`src/rtl/mem_lsu_pkg.sv`:
```
// Shared encodings for the load/store unit: access sizes, FSM states and
// the alignment rule used to reject an access before touching the RAM.

`ifndef MEM_LSU_DEFINES
`define MEM_LSU_DEFINES
`ifndef ADDR_WIDTH
`define ADDR_WIDTH 32
`endif
`ifndef DATA_WIDTH
`define DATA_WIDTH 32
`endif
`define SIZE_B    2'b00
`define SIZE_H    2'b01
`define SIZE_W    2'b10
`define LSU_IDLE  2'b00
`define LSU_READ  2'b01
`define LSU_WRITE 2'b10
`define LSU_RESP  2'b11
`endif

package mem_lsu_pkg;

    localparam logic [1:0] SIZE_B = `SIZE_B;
    localparam logic [1:0] SIZE_H = `SIZE_H;
    localparam logic [1:0] SIZE_W = `SIZE_W;

    typedef enum logic [1:0] {
        ST_IDLE  = `LSU_IDLE,
        ST_READ  = `LSU_READ,
        ST_WRITE = `LSU_WRITE,
        ST_RESP  = `LSU_RESP
    } lsu_state_t;

    // An access is rejected when its size is the reserved code or when the
    // byte offset does not sit on a natural boundary for that size.
    function automatic logic access_err(input logic [1:0] size, input logic [1:0] off);
        logic err;
        err = 1'b0;
        case (size)
            SIZE_B:  err = 1'b0;
            SIZE_H:  err = off[0];
            SIZE_W:  err = (off != 2'b00);
            default: err = 1'b1;
        endcase
        return err;
    endfunction

endpackage

```
`src/rtl/mem_lane.sv`:
```
// Big-endian lane steering for a 32-bit word: pulls a byte/half/word out of
// a line (with sign or zero extension) and merges store data into a line.
// Offset 0 is the most significant lane.

module mem_lane
    import mem_lsu_pkg::*;
(
    input  logic [31:0] i_line,
    input  logic [1:0]  i_off,
    input  logic [1:0]  i_size,
    input  logic        i_unsigned,
    input  logic [31:0] i_wdata,
    output logic [31:0] o_load,
    output logic [31:0] o_store
);

    logic [4:0]  w_bsh;
    logic [4:0]  w_hsh;
    logic [7:0]  w_byte;
    logic [15:0] w_half;

    // Bit position of the selected lane: offset 0 sits at the top of the word.
    assign w_bsh  = {~i_off, 3'b000};
    assign w_hsh  = {~i_off[1], 4'b0000};
    assign w_byte = i_line[w_bsh +: 8];
    assign w_half = i_line[w_hsh +: 16];

    // Extract the load value and build the merged store word for the lane.
    always_comb begin
        o_load  = i_line;
        o_store = i_wdata;
        case (i_size)
            SIZE_B: begin
                o_load  = {{24{~i_unsigned & w_byte[7]}}, w_byte};
                o_store = i_line;
                o_store[w_bsh +: 8] = i_wdata[7:0];
            end
            SIZE_H: begin
                o_load  = {{16{~i_unsigned & w_half[15]}}, w_half};
                o_store = i_line;
                o_store[w_hsh +: 16] = i_wdata[15:0];
            end
            default: begin
                o_load  = i_line;
                o_store = i_wdata;
            end
        endcase
    end

endmodule

```
`src/rtl/mem_lsu.sv`:
```
// Load/store initiator for the single-port word-wide data RAM. One access
// in flight at a time; sub-word stores are done as read-modify-write.
// Request handshake: a request is taken on a rising edge where req_valid_i
// and req_ready_o are both high; req_ready_o is high only in IDLE, and a
// request presented at any other time is neither taken nor acknowledged.
// Only DATA_WIDTH = 32 is supported.

`ifndef ADDR_WIDTH
`define ADDR_WIDTH 32
`endif
`ifndef DATA_WIDTH
`define DATA_WIDTH 32
`endif

module mem_lsu
    import mem_lsu_pkg::*;
#(
    parameter int ADDR_WIDTH = `ADDR_WIDTH,
    parameter int DATA_WIDTH = `DATA_WIDTH
) (
    input  logic                  clk_i,
    input  logic                  rst_ni,
    input  logic                  req_valid_i,
    output logic                  req_ready_o,
    input  logic                  req_we_i,
    input  logic [1:0]            req_size_i,
    input  logic                  req_unsigned_i,
    input  logic [ADDR_WIDTH-1:0] req_addr_i,
    input  logic [DATA_WIDTH-1:0] req_wdata_i,
    output logic                  rsp_valid_o,
    output logic                  rsp_err_o,
    output logic [DATA_WIDTH-1:0] rsp_rdata_o,
    output logic                  mem_we_o,
    output logic [ADDR_WIDTH-1:0] mem_addr_o,
    output logic [DATA_WIDTH-1:0] mem_wdata_o,
    input  logic [DATA_WIDTH-1:0] mem_rdata_i
);

    lsu_state_t            r_state;
    logic                  r_ready;
    logic                  r_we;
    logic [1:0]            r_size;
    logic                  r_unsigned;
    logic [1:0]            r_off;
    logic [DATA_WIDTH-1:0] r_wdata;
    logic [DATA_WIDTH-1:0] r_line;
    logic                  r_mem_we;
    logic [ADDR_WIDTH-1:0] r_mem_addr;
    logic                  r_rsp_valid;
    logic                  r_rsp_err;
    logic [DATA_WIDTH-1:0] r_rsp_rdata;

    logic [DATA_WIDTH-1:0] w_load;
    logic [DATA_WIDTH-1:0] w_store;
    logic                  w_err;

    assign w_err = access_err(req_size_i, req_addr_i[1:0]);

    mem_lane u_lane (
        .i_line     (mem_rdata_i),
        .i_off      (r_off),
        .i_size     (r_size),
        .i_unsigned (r_unsigned),
        .i_wdata    (r_wdata),
        .o_load     (w_load),
        .o_store    (w_store)
    );

    assign req_ready_o = r_ready;
    assign rsp_valid_o = r_rsp_valid;
    assign rsp_err_o   = r_rsp_err;
    assign rsp_rdata_o = r_rsp_rdata;
    assign mem_we_o    = r_mem_we;
    assign mem_addr_o  = r_mem_addr;
    // r_line holds the word to write; it is only presented while writing.
    assign mem_wdata_o = r_mem_we ? r_line : '0;

    // Access sequencer: accept, optional read, optional write, one-cycle response.
    always_ff @(posedge clk_i or negedge rst_ni) begin
        if (!rst_ni) begin
            r_state     <= ST_IDLE;
            r_ready     <= 1'b1;
            r_we        <= 1'b0;
            r_size      <= 2'b00;
            r_unsigned  <= 1'b0;
            r_off       <= 2'b00;
            r_wdata     <= '0;
            r_line      <= '0;
            r_mem_we    <= 1'b0;
            r_mem_addr  <= '0;
            r_rsp_valid <= 1'b0;
            r_rsp_err   <= 1'b0;
            r_rsp_rdata <= '0;
        end else begin
            case (r_state)
                ST_IDLE: begin
                    if (req_valid_i) begin
                        r_ready    <= 1'b0;
                        r_we       <= req_we_i;
                        r_size     <= req_size_i;
                        r_unsigned <= req_unsigned_i;
                        r_off      <= req_addr_i[1:0];
                        r_wdata    <= req_wdata_i;
                        if (w_err) begin
                            // Rejected access: respond at once, RAM untouched.
                            r_state     <= ST_RESP;
                            r_rsp_valid <= 1'b1;
                            r_rsp_err   <= 1'b1;
                            r_rsp_rdata <= '0;
                        end else begin
                            r_mem_addr <= {req_addr_i[ADDR_WIDTH-1:2], 2'b00};
                            if (req_we_i && (req_size_i == SIZE_W)) begin
                                // Full-word store needs no read of the old line.
                                r_state  <= ST_WRITE;
                                r_mem_we <= 1'b1;
                                r_line   <= req_wdata_i;
                            end else begin
                                r_state <= ST_READ;
                            end
                        end
                    end
                end
                ST_READ: begin
                    if (r_we) begin
                        // Sub-word store: capture the old line with new lane(s) merged in.
                        r_state  <= ST_WRITE;
                        r_mem_we <= 1'b1;
                        r_line   <= w_store;
                    end else begin
                        r_state     <= ST_RESP;
                        r_line      <= mem_rdata_i;
                        r_rsp_valid <= 1'b1;
                        r_rsp_err   <= 1'b0;
                        r_rsp_rdata <= w_load;
                    end
                end
                ST_WRITE: begin
                    r_state     <= ST_RESP;
                    r_mem_we    <= 1'b0;
                    r_rsp_valid <= 1'b1;
                    r_rsp_err   <= 1'b0;
                    r_rsp_rdata <= '0;
                end
                default: begin
                    r_state     <= ST_IDLE;
                    r_ready     <= 1'b1;
                    r_rsp_valid <= 1'b0;
                    r_rsp_err   <= 1'b0;
                    r_rsp_rdata <= '0;
                end
            endcase
        end
    end

endmodule

```
`config.mk`:
```
export PLATFORM = sky130hd
export DESIGN_NAME = mem_lsu
export DESIGN_NICKNAME = d
export VERILOG_FILES = /design/src/rtl/mem_lsu_pkg.sv /design/src/rtl/mem_lane.sv /design/src/rtl/mem_lsu.sv
export SDC_FILE = /design/constraint.sdc
export NUM_CORES = 1
export LEC_CHECK = 0
export CAP_MARGIN = 25
export CORE_ASPECT_RATIO = 1.1
export CORE_MARGIN = 2
export CORE_UTILIZATION = 49
export CTS_CLUSTER_DIAMETER = 100
export DETAILED_ROUTE_END_ITERATION = 10
export GPL_ROUTABILITY_DRIVEN = 1
export PLACE_DENSITY = 0.81
export SETUP_SLACK_MARGIN = 0.15
export SYNTH_ARGS = -nofsm -noshare
export SYNTH_HDL_FRONTEND = slang
export SYNTH_SLANG_ARGS = --single-unit
```
`constraint.sdc`:
```
create_clock -name clk_i -period 2.7 [get_ports clk_i]
set_clock_uncertainty 0.2 [all_clocks]
set_input_delay 0.405 -clock clk_i [delete_from_list [all_inputs] [get_ports clk_i]]
set_output_delay 0.405 -clock clk_i [all_outputs]
set_load 0.01 [all_outputs]
```
# Yosys cells after proc, flatten, opt, wreduce, memory -nomap -nowiden
# Index checks and enable logic that the tools add are counted.
# totals
reg_bits	138
inputBits	103
out_inout_bits	100
elab_cells	86
# op_classes
addsub	2
eq_ne	11
shift	6
mux	33
bitwise_logic	7
n_reduce_logical	14
# ops
op	n
$mux 32	8
$pmux 32 s2	4
$bwmux 32	2
$shift 16x7->32 const A	1
$shift 8x7->32 const A	1
$shiftx 16x7->32	1
$shiftx 32x6->16	1
$shiftx 32x6->8	1
$shiftx 8x7->32	1
$neg 5->7	2
$ne 2x2->1 const B	6
$mux 1	10
$pmux 1 s3	3
$eq 2x1->1 const B	3
$logic_not 2->1	3
$mux 2	3
$pmux 2 s3	1
$reduce_and 3->1	2
$reduce_and 5->1	1
$eq 2x2->1 const B	2
$not 1->1	4
$pmux 1 s2	2
$reduce_and 2->1	2
$reduce_and 4->1	1
6 further kinds	8

# Depth between registers and ports, before layout
# Gate-level depths: netlist (run 1).
# logic_depth
word_depth	7
ltp_mapped	9
depth_no_buf	6

# Hierarchy
# A second synthesis (run 1) with hierarchy kept.
# unflattened
hier_cells	852
area_unflattened_um2	8440.6
# by_module_without_submodules
mod	n_inst	cells_each	area_each_um2	seq_area_each_um2
mem_lsu	1	574	6611.3	3454.6
mem_lane	1	278	1829.3	0.0

# Least setup slack after synthesis (run 1)
# Ideal clock, no wire load.
# synth_timing
kind	register -> register
start	register r_off[1]
end	register r_line[0]
setup_time_ns	0.077
t_arrival_ns	2.116
t_required_ns	2.423
path_slack_ns	0.307
path_stages_with_launch	9
n_path_buf	2
period_less_slack_ns	2.393
path_cell_list	dfrtp_1 > buf_2 > buf_4 > clkinv_1 > ha_1 > nand4bb_1 > a21oi_1 > a222oi_1 > a21oi_1
# synth_via
elab_chain_cells	7
elab_cells_between_ends	13
classes_between	2 x add/sub; 4 x shift; 5 x mux; 2 x bitwise
# synth_lines
item	line	rtl
start: declaration	mem_lsu.sv:44	logic [1:0] r_off;
start signal: assignment	mem_lsu.sv:102	r_off <= req_addr_i[1:0];
$not 1->1 / $not 2->2 (equally long branches)	mem_lane.sv:24, mem_lane.sv:23	
$neg 5->7, on equally long branches	mem_lane.sv:41, mem_lane.sv:36	
$shiftx 16x7->32, or another cell as far along	mem_lane.sv:41	o_store[w_hsh +: 16] = i_wdata[15:0];
$bwmux 32, on equally long branches	mem_lane.sv:41, mem_lane.sv:36	
$pmux 32 s2 (*)	mem_lane.sv:32	case (i_size)
$mux 32 (*)	mem_lsu.sv:124	if (r_we) begin
$pmux 32 s2 (*)	mem_lsu.sv:95	case (r_state)
end signal: assignment	mem_lsu.sv:116	r_line <= req_wdata_i;
end signal: assignment	mem_lsu.sv:128	r_line <= w_store;
end signal: assignment	mem_lsu.sv:131	r_line <= mem_rdata_i;
end: declaration	mem_lsu.sv:46	logic [DATA_WIDTH-1:0] r_line;
# Every way passes the cells marked *; elsewhere a longest branch is shown, timed or not.
# A chain may end at the register's enable or synchronous reset.

# Worst setup path in the final report (run 1)
# layout_timing
start	register r_mem_we (netlist: mem_we_o)
end	output mem_wdata_o[15]
# layout_via
elab_chain_cells	1
# layout_lines
item	line	rtl
start: declaration	mem_lsu.sv:47	logic r_mem_we;
start signal: assignment	mem_lsu.sv:89	r_mem_we <= 1'b0;
start signal: assignment	mem_lsu.sv:115	r_mem_we <= 1'b1;
start signal: assignment	mem_lsu.sv:127	r_mem_we <= 1'b1;
$mux 32	mem_lsu.sv:76	assign mem_wdata_o = r_mem_we ? r_line : '0;
end: declaration	mem_lsu.sv:35	output logic [DATA_WIDTH-1:0] mem_wdata_o,
# Every way passes these cells.

==> impl_metrics.json, run 1 <==
{
  "status": "completed",
  "ys_ff_latch": 138,
  "overflow": 0,
  "reg2regPathDepth": 7,
  "synthArstFlopShare_pct": 100.0,
  "grt_pass1_wl_um": 37690,
  "ys.flop_type": "dfrtp_1",
  "whs_path_depth": 2,
  "cts.sinks": 138,
  "grt_use_total_pct": 30.48,
  "yosys_warnings": 0,
  "io_buffer_count": 200,
  "post-place-ws_ns": 0.1453,
  "fin_ws_ns": 0.2426,
  "path_max_fanout": 26,
  "finalCoreUtilization_pct": 70.29,
  "syn-cell-area_um2": 7345,
  "area_growth_pct": 39.35,
  "pin_count": 203,
  "finalCriticalPeriod_ns": 2.457,
  "drv_slew": 0,
  "drive_above_1_share_pct": 17.60,
  "fin_crit_sh_pct": 91.01,
  "synth_edf_count": 0,
  "cap_viol_max_count": 0,
  "power_density_nw_per_um2": 1253,
  "clk_pin_slew_worst_paths_ns": 0.06,
  "place_congestion": 0.9483,
  "slew_headroom_pct": 52.31,
  "avgSynthCellArea_um2": 10.82,
  "core_um2": 14560,
  "ys_types": 55,
  "vias": 6921,
  "rows": 46,
  "netlist_top_cells_area": "dfrtp_1 (47%), mux2_2 (12%), a221oi_1 (5.5%)",
  "synth_most_common_cell": "dfrtp_1",
  "worst_slew_pin_slew_ns": 0.7153,
  "start_util_pct": 50.44,
  "htreeDepth": 4,
  "cts-root-buf": "clkbuf_16",
  "routed_wl_um": 24270,
  "critical_path_class": "register to output port",
  "cts_tree": "yes",
  "dr.pass1.iters": 8,
  "wl_per_cell_um": 22.39,
  "dp_hpwl_um": 17440,
  "avgViaCountPerCell": 6.385,
  "cts_buffer_depth": 2,
  "seq_area_frac_synth_pct": 47.04,
  "layout.nets": 993,
  "synth_top_area_share_pct": 46.68,
  "tns_ns": 0,
  "p_leak_nw": 4.257,
  "n_fill_cell": 1036,
  "fp.dieArea_um2": 15990,
  "first_global_vias": 6949,
  "rsz0062_at_grt": "no",
  "syn_inst": 679,
  "setup-violations-final": 0,
  "diodes": 0,
  "ys_top_cells_by_count": "dfrtp_1 (137), mux2_2 (76), nor2_1 (54), nand2_1 (48), a221oi_1 (46)",
  "ant_nets": 0,
  "worstSetupStartpointType": "register",
  "first_iter_violations": 986,
  "fmax_mhz": 406.9,
  "clk_latency_ns": 0.42,
  "grt_antenna_before_repair": 1,
  "ir_drop_mv": 0.7137,
  "arrival_ns": 1.85,
  "grt_max_degree": 43,
  "cts_buffers": 17,
  "cp.required_ns": 2.10,
  "die_h_um": 132.4,
  "min_path_type": "register to register",
  "drc": 0,
  "critPathCaptureType": "output port",
  "finalHoldViolations": 0,
  "synth_area_leader_cell": "dfrtp_1",
  "die_x_um": 120.7
}
state kept, by name (all words and copies together), names as in the netlist, 2 cells and up:
name	cells
r_size	2
mem_addr_o	30
r_line	32
r_state	2
rsp_rdata_o	32
r_off	2
r_wdata	32
placed cells by master (no fill, tap or decap), types with 2 or more instances in the layout:
cell,n
clkinvlp_4,2
inv_1,10
a22o_1,23
clkdlybuf4s50_1,199
nor3_2,3
nor2b_1,2
a221oi_1,46
o21ai_0,40
a21o_1,8
nor4_4,3
o221ai_1,9
nor3b_1,2
bufinv_16,2
buf_4,30
o211a_1,2
conb_1,2
and2_1,32
a22oi_1,2
a2bb2oi_1,7
a222oi_1,8
mux2_2,76
nand2b_1,7
mux2i_1,20
buf_12,5
a21oi_1,14
a211oi_1,9
clkbuf_8,3
nand2_1,48
dfrtp_1,136
o22ai_1,30
clkbuf_1,2
clkbuf_16,17
clkinv_2,4
nor2_1,54
ha_1,9
cell families (layout without fill, tap and decap cells):
kind of cell | count (synthesis) | after routing | synth area share, %
other | 1 | 2 | 0.05106
AND/OR/NAND/NOR | 161 | 161 | 11.14
buffers and inverters | 65 | 277 | 4.378
AO/OA/AOI/OAI | 208 | 208 | 21.28
multiplexers | 97 | 97 | 14.58
flip-flops | 138 | 138 | 47.04
adder cells (fa/ha/maj) | 9 | 9 | 1.533
area by class of cell:
class / instances / area [µm²] / area share [%]
Tap cell: 192 / 240.2 / 2.347
Multi-Input combinational cell: 477 / 3590 / 35.07
Clock buffer: 22 / 474.2 / 4.633
Sequential cell: 138 / 3456 / 33.77
Timing Repair Buffer: 236 / 2338 / 22.85
Clock inverter: 8 / 95.09 / 0.9291
Inverter: 11 / 41.29 / 0.4034
critical path, cell delays in order (launching register included):
cell and delay, ns:
dfrtp_2 0.46, buf_6 0.23, and2_1 0.16, clkdlybuf4s50_1 0.56
through the flow:
| stage | hold slack, ns | instances | total power [W] | cell area, µm² |
|---|---|---|---|---|
| after CTS | 0.2814 | 1084 | 0.01273 | 10220 |
| after detailed placement | 0.2438 | 1053 | 0.01039 | 9642 |
| after global placement | 0.2332 | 1053 | 0.01015 | 9642 |
| after floorplan | -0.09059 | 680 | 0.007568 | 7348 |
| final | 0.2784 | 1084 | 0.01282 | 10230 |
| after global routing | 0.3086 | 1084 | 0.01349 | 10230 |
path summary, 6_finish.rpt:
check	endpoint	start	slack, ns
min reg2reg	rsp_rdata_o[28]	rsp_rdata_o[28]	0.28
min	rsp_rdata_o[28]	rsp_rdata_o[28]	0.28
max reg2reg	r_line[7]	r_off[1]	0.36
max	mem_wdata_o[15]	mem_we_o	0.24
min in group asynchronous	r_line[21]	rst_ni	0.34
max in group asynchronous	rsp_rdata_o[23]	rst_ni	1.25
power breakdown:
group          switching (W)  internal, W  total [W]
clock network       0.000855      0.00141    0.00227
logic                0.00322      0.00343    0.00665
registers           0.000872      0.00303    0.00390
repair_timing:
| item | 4_1_cts | 5_1_grt |
|---|---|---|
| endpoints found under the setup margin | 25 | 22 |
| pin swaps | 0 | 0 |
| gates resized for setup | 1 | 2 |
| endpoints found under the hold margin | 38 | 0 |
| setup buffers | 0 | 0 |
| hold buffers | 1 | 0 |
layer usage:
layer / part of all wire [%] / track usage (%) / vias up
li1: - / - / 2961
met3: 11 / 9.905 / 102
met4: 5.9 / 17.31 / 2
met2: 46 / 46.99 / 496
met1: 37 / 37.56 / 3360
met5: 0.054 / 0 / -
Note: power is estimated with default switching activity, not from simulation.
==> inputs of run 2 (changes only) <==
Settings changed: CTS_CLUSTER_DIAMETER 100 to 60.
==> results of run 2 <==
Final layout, timing and power as in run 1 (identical DEF).
